**src/rtl/arena_seeder.sv**
```systemverilog
// arena_seeder: on an accepted start, walks arena rows 0..ARENA_HEIGHT-1 and
// issues one registered row write per clock. The written pattern is CLEAR,
// FILL, RANDOM (xorshift32) or CHECKER, chosen by mode when start is accepted.
//
// Optional feature: define ARENA_SEEDER_SEED_EN to add the seed/seed_load
// ports, which reload the random generator while idle.
//
// Handshake: a run is accepted on a rising edge where start=1 and ready=1.
// While ready=0, start, mode (and seed_load) are ignored. ready drops in the
// cycle after acceptance and returns in the cycle after the last row write.
module arena_seeder #(
  parameter int          ARENA_WIDTH  = 10,
  parameter int          ARENA_HEIGHT = 10,
  parameter logic [31:0] SEED         = 32'h2545F491
) (
  input  logic                   clk,
  input  logic                   rst,
  input  logic                   start,
  input  logic [1:0]             mode,
`ifdef ARENA_SEEDER_SEED_EN
  input  logic [31:0]            seed,
  input  logic                   seed_load,
`endif
  output logic                   ready,
  output logic [9:0]             arena_row_select,
  output logic [ARENA_WIDTH-1:0] arena_columns_new,
  output logic                   arena_columns_write,
  output logic                   state_dbg
);

  // A zero seed would lock xorshift32 at zero forever, so it is replaced.
  localparam logic [31:0] DEFAULT_SEED = 32'h2545F491;
  localparam logic [31:0] SEED_EFF     = (SEED == 32'h0) ? DEFAULT_SEED : SEED;
  localparam int          CHUNKS       = (ARENA_WIDTH + 31) / 32;
  localparam logic [9:0]  LAST_ROW     = 10'(ARENA_HEIGHT - 1);

  typedef enum logic {
    IDLE = 1'b0,
    RUN  = 1'b1
  } state_t;

  typedef enum logic [1:0] {
    MODE_CLEAR   = 2'd0,
    MODE_FILL    = 2'd1,
    MODE_RANDOM  = 2'd2,
    MODE_CHECKER = 2'd3
  } mode_t;

  state_t      state_q, state_d;
  mode_t       mode_q, mode_d;
  logic [31:0] rng_q, rng_d;
  logic [31:0] rng_src;
  logic        ready_d;
  logic        write_d;
  logic [9:0]  row_d;
  logic [ARENA_WIDTH-1:0] cols_d;
  logic        gen_load;
  mode_t       gen_mode;
  logic [9:0]  gen_row;

  // One xorshift32 step.
  function automatic logic [31:0] xorshift32(input logic [31:0] x);
    logic [31:0] y;
    y = x;
    y = y ^ (y << 13);
    y = y ^ (y >> 17);
    y = y ^ (y << 5);
    return y;
  endfunction

  // Rotate left by s using a doubled word so no wrap logic is needed.
  function automatic logic [31:0] rotl32(input logic [31:0] x, input logic [4:0] s);
    logic [63:0] d;
    d = {x, x} << s;
    return d[63:32];
  endfunction

  // Row pattern for a given mode, row parity and random word. Only the row
  // LSB matters for the checkerboard, so only that bit is passed in.
  function automatic logic [ARENA_WIDTH-1:0] make_row(input mode_t m,
                                                      input logic row_lsb,
                                                      input logic [31:0] x);
    logic [CHUNKS*32-1:0]   wide;
    logic [ARENA_WIDTH-1:0] res;
    wide = '0;
    res  = '0;
    case (m)
      MODE_CLEAR: res = '0;
      MODE_FILL:  res = '1;
      MODE_CHECKER: begin
        for (int j = 0; j < ARENA_WIDTH; j++) begin
          res[j] = ((j % 2) == 1) ^ row_lsb;
        end
      end
      MODE_RANDOM: begin
        // Chunk k is the random word rotated left by k, so wide rows do not
        // repeat the same 32-bit pattern across the row.
        for (int k = 0; k < CHUNKS; k++) begin
          wide[k*32 +: 32] = rotl32(x, 5'(k));
        end
        res = wide[ARENA_WIDTH-1:0];
      end
      default: res = '0;
    endcase
    return res;
  endfunction

  // Next-state, next-output and generator update; arena_row_select doubles
  // as the row counter since it always holds the row being written.
  always_comb begin
    state_d  = state_q;
    mode_d   = mode_q;
    rng_d    = rng_q;
    rng_src  = rng_q;
    ready_d  = 1'b0;
    write_d  = 1'b0;
    row_d    = 10'd0;
    cols_d   = '0;
    gen_load = 1'b0;
    gen_mode = mode_q;
    gen_row  = 10'd0;

    case (state_q)
      IDLE: begin
        ready_d = 1'b1;
`ifdef ARENA_SEEDER_SEED_EN
        // Reload happens before row 0 is generated, so a simultaneous
        // start already uses the new seed.
        if (seed_load) begin
          rng_src = (seed == 32'h0) ? DEFAULT_SEED : seed;
          rng_d   = rng_src;
        end
`endif
        if (start) begin
          state_d  = RUN;
          mode_d   = mode_t'(mode);
          gen_mode = mode_t'(mode);
          gen_row  = 10'd0;
          gen_load = 1'b1;
          ready_d  = 1'b0;
        end
      end
      RUN: begin
        if (arena_row_select == LAST_ROW) begin
          state_d = IDLE;
          ready_d = 1'b1;
        end else begin
          gen_row  = arena_row_select + 10'd1;
          gen_load = 1'b1;
        end
      end
      default: begin
        state_d = IDLE;
        ready_d = 1'b1;
      end
    endcase

    // The generator only advances when a RANDOM row is actually emitted.
    if (gen_load) begin
      write_d = 1'b1;
      row_d   = gen_row;
      cols_d  = make_row(gen_mode, gen_row[0], rng_src);
      if (gen_mode == MODE_RANDOM) begin
        rng_d = xorshift32(rng_src);
      end
    end
  end

  // State, generator and registered arena outputs.
  always_ff @(posedge clk) begin
    if (rst) begin
      state_q             <= IDLE;
      mode_q              <= MODE_CLEAR;
      rng_q               <= SEED_EFF;
      ready               <= 1'b1;
      arena_row_select    <= 10'd0;
      arena_columns_new   <= '0;
      arena_columns_write <= 1'b0;
    end else begin
      state_q             <= state_d;
      mode_q              <= mode_d;
      rng_q               <= rng_d;
      ready               <= ready_d;
      arena_row_select    <= row_d;
      arena_columns_new   <= cols_d;
      arena_columns_write <= write_d;
    end
  end

  assign state_dbg = (state_q == RUN);

endmodule
```
**config.mk**
```make
export PLATFORM = sky130hd
export DESIGN_NAME = arena_seeder
export DESIGN_NICKNAME = d
export VERILOG_FILES = /design/src/rtl/arena_seeder.sv
export SDC_FILE = /design/constraint.sdc
export NUM_CORES = 1
export LEC_CHECK = 0
export BUFFER_PORTS_ARGS = -buffer_cell sky130_fd_sc_hd__buf_2
export CAP_MARGIN = 25
export CORE_UTILIZATION = 40
export CTS_CLUSTER_DIAMETER = 50
export DETAILED_ROUTE_END_ITERATION = 7
export PLACE_DENSITY = 0.62
export SYNTH_ARGS = -nofsm -noshare
export SYNTH_HDL_FRONTEND = slang
export SYNTH_SLANG_ARGS = --single-unit
```
**constraint.sdc**
```tcl
create_clock -name clk -period 2.59 [get_ports clk]
set_clock_uncertainty 0.05 [all_clocks]
set_input_delay 0 -clock clk [delete_from_list [all_inputs] [get_ports clk]]
set_output_delay 0 -clock clk [all_outputs]
set_load 0.02 [all_outputs]
```
* Word level (Yosys, flattened, before mapping)
Index checks and enable logic that the tools add are counted.
Storage, ports and cells: register bits after elaboration 57, bits of input ports 5, output and inout bits 23, logic and storage cells 33
Operators by class: add/subtract/negate cells 1, eq/ne operators 4, multiplexer cells 12, bitwise logic cells 6, reductions and logical operators 3
Operators with widths (number):
- $xor 32x32->32 | 2
- $pmux 10 s4 | 1
- $xor 32x15->32 | 1
- $pmux 10 s2 | 1
- $add 10x1->10 const B | 1
- $eq 10x4->1 const B | 1
- $mux 10 | 1
- $mux 1 | 5
- $eq 2x2->1 const B | 2
- $mux 2 | 2
- $pmux 1 s2 | 2
- $not 1->1 | 3
- $eq 2x1->1 const B | 1
- $logic_not 2->1 | 1
- $reduce_and 2->1 | 1
- $reduce_or 2->1 | 1

* Longest topological paths before layout
word-level depth 5, depth in mapped cells 9, gate-level depth less buffers 6

* Worst setup path after synthesis
No wires, ideal clock.
path kind reg2reg, start point register arena_row_select[1], end point register rng_q[11], library setup time 0.070 ns, arrival 1.922 ns, data required time 2.470 ns, slack 0.547 ns, stages on the path, launching flop included 9, path buffers 2, clock period less this slack 2.043 ns, cells stage by stage dfxtp_1 inv_1 ha_1 and4b_1 and3_1 buf_6 buf_6 or4_1 a21oi_1
Between the ends: cells in the longest elaborated chain, start to end 4
Ends and longest elaborated chain:
- start, declared | RTL line 25 | output logic [9:0] arena_row_select,
- start signal, assigned | RTL line 184 | arena_row_select <= row_d;
- $eq 10x4->1 | RTL line 144 | if (arena_row_select == LAST_ROW) begin
- $mux 1 | RTL line 144
- $pmux 1 s2 | RTL line 123 | case (state_q)
- $reduce_and 2->1 (no source line)
- end signal, assigned | RTL line 182 | rng_q <= rng_d;
- end, declared | RTL line 51 | logic [31:0] rng_q, rng_d;
Every way passes these cells. A chain may end at the register's enable or synchronous reset.

* Worst setup path after layout
start point register arena_row_select[1], end point register rng_q[3]
Same word-level chain as after synthesis.

==> reports/metrics.yaml <==
top_usage_layer: "met2"
grtUsageMet2: 0.238
slew_headroom: 0.662
ctsHoldBuffers: 0
finalCriticalPeriod_ps: 2140
hold_class: "in2reg"
cts.htree.levels: 2
synth_seq_cells: 56
grt.met1_usage: 0.230
grt_overflow: 0
vias: 2289
place.gp.congestion: 0.707
seq_area_frac_synth: 0.369
clk_pin_slew_ps: 110
core_area_sq_um: 7290
place_area_sq_um: 3260
status: "finished, final reports clean"
drt-total-wl_mm: 6.15
drc: 0
layout-drive-gt1-share: 0.173
cap_viol_max_count: 0
crit_arrival_ps: 2340
crit_buf_inv: 2
worstPathCellList: "inv_1 > ha_1 > and4b_1 > and3_2 > buf_12 > or4_1 > a21oi_1"
die_x_um: 89.2
track_usage: 0.158
slowest_delay_ps: 510
drt_iter0_drc: 141
peakVddDrop_v: 0.000248
cpLargestDelayFamily: "simple AND/OR/NAND/NOR gates"
cts_buffers: 5
final_net_count: 336
synth_edf_count: 0
drt_first_pass_iters: 4
regToRegStartpoint: "arena_row_select[1]"
diodes: 0
avgSynthCellArea_sq_um: 9.74
post-cts-setup-buffer-count: 0
final_cell_area_sq_um: 3370
cts_tree: "done"
area_growth_pct: 10.8
power_leakage_uw: 0.00124
synth.distinct_cells: 42
synth_fp_nets: 319
rsz0062_at_grt: "false"
num_rows: 31
reg2reg_to: "rng_q[3]"
fillers: 725
insertion_delay_ps: 320
crit_type: "reg2reg"
mostFrequentLayoutCells: "56 x dfxtp_1, 29 x xnor2_1, 27 x buf_2, 20 x nor2_1"
synthCells: 312
hold_viol: 0
grt_use_met3: 0.0240
clock-sinks: 56
ctsResizeCount: 0
reg2reg_depth: 7
netlist.area_leader.share: 0.369
async_flop_share: 0
grt_max_degree: 61
cp_max_fo: 48
setup_viol: 0
worst_ep_required_time_ps: 2790
worst_setup_path_end_kind: "register"
r2r_slack_ps: 450
hold_depth: 4
ys_warn_count: 0
netlist_area_sq_um: 3040
die-area_sq_um: 7950
start_util: 0.417
ioPinCount: 28
slew_viol_final: 0
tns_ps: 0
layout_commonest_cell: "dfxtp_1"
min_from: "rst"
p_per_area_nw_per_um2: 570
fmax_mhz: 467
synthFlopType: "dfxtp_1"
hpwl_mm: 4.00
final_util: 0.462
vias_per_cell: 5.34
synthTopCellsByArea: "dfxtp_1 37%, xnor2_1 8.4%, xnor3_1 5.2%"
clock-root-buffer: "clkbuf_8"
worstHoldEndpoint: "rng_q[10]"
fin_crit_sh: 0.827
yosysTopAreaCell: "dfxtp_1"
port_buffers: 27
grt_pass1_vias: 1925
grt_first_pass_wirelength_mm: 9.68
worstSetupStartpointType: "register"
clock_path_buffers: 2
antenna_left: 0
crit_start: "arena_row_select[1]"
wl_per_cell_um: 14.3
die_y_um: 89.2
cp_slowest_cell: "or4_1"
tightest_slew_ps: 503
antenna_found_initial: 0
[synthesized netlist by cell type, drive strengths merged, types with 10 or more instances]
master,count
buf,13
o31ai,18
nand3,13
a21oi,15
nor2,20
or4,18
o311ai,10
clkbuf,11
dfxtp,56
nand2,16
xor2,18
xnor2,33
[worst reg2reg max path: cells and delay by family (launching register included)]
kind                       cells  cell delay [ps]
AOI/OAI and AO/OA              1              150
adders and majority gates      1              180
buffers and inverters          2              270
DFF                            1              400
and+or+nand+nor                3             1000
[how the worst max path moves through the flow]
stage	to	slack, ps	cells after the start
floorplan	rng_q[11]	550	8
global placement	rng_q[8]	550	7
detailed placement	rng_q[17]	500	7
CTS	rng_q[3]	450	7
global route	rng_q[3]	300	7
finish	rng_q[3]	450	7
[registers in the layout, indices dropped and copies added (netlist names)]
name                 count
arena_columns_new       10
rng_q                   32
mode_q                   2
ready                    1
arena_columns_write      1
arena_row_select        10
[power by group]
| part | switching, uW | internal (uW) | total, uW | leakage, uW |
|---|---|---|---|---|
| Sequential | 49.1 | 904 | 953 | 0.000456 |
| Clock | 300 | 293 | 593 | 0.0000558 |
| Combinational | 186 | 189 | 375 | 0.000732 |
| Total | 535 | 1390 | 1920 | 0.00124 |
[metrics by stage]
stage / hold WS [ps] / instances / worst slack, ps / total power [uW]
2_1_floorplan: 233 / 312 / 547 / 1270
3_3_place_gp: 366 / 421 / 546 / 1340
3_5_place_dp: 366 / 421 / 497 / 1350
4_1_cts: 72.7 / 429 / 449 / 1930
5_1_grt: 95.1 / 429 / 297 / 2020
6_report: 80.9 / 429 / 449 / 1920
[area by class of cell]
type | count | area [sq um] | area share
multi-input cells | 226 | 1780 | 0.528
repair buffers | 34 | 213 | 0.0631
inverters | 6 | 22.5 | 0.00668
clock buffers | 6 | 72.6 | 0.0215
well taps | 99 | 124 | 0.0368
clock inverters | 2 | 38.8 | 0.0115
flip-flops and latches | 56 | 1120 | 0.333
[routing by layer]
layer  vias to the layer above  routed length (um)
li1                       1163                   -
met1                      1088                3120
met2                        31                2790
met3                         7                 149
met4                         0                  79
met5                         -                   0
[kinds of logic (layout without fill, tap and decap cells)]
family | count (synthesis) | after routing | synth area share
buffers and inverters | 30 | 48 | 0.0469
DFF | 56 | 56 | 0.369
and+or+nand+nor | 94 | 94 | 0.171
adders and majority gates | 2 | 2 | 0.00823
AOI/OAI and AO/OA | 62 | 62 | 0.149
xor gates and xnor gates | 61 | 61 | 0.232
muxes | 7 | 7 | 0.0235
(Power assumes the default switching activity.)
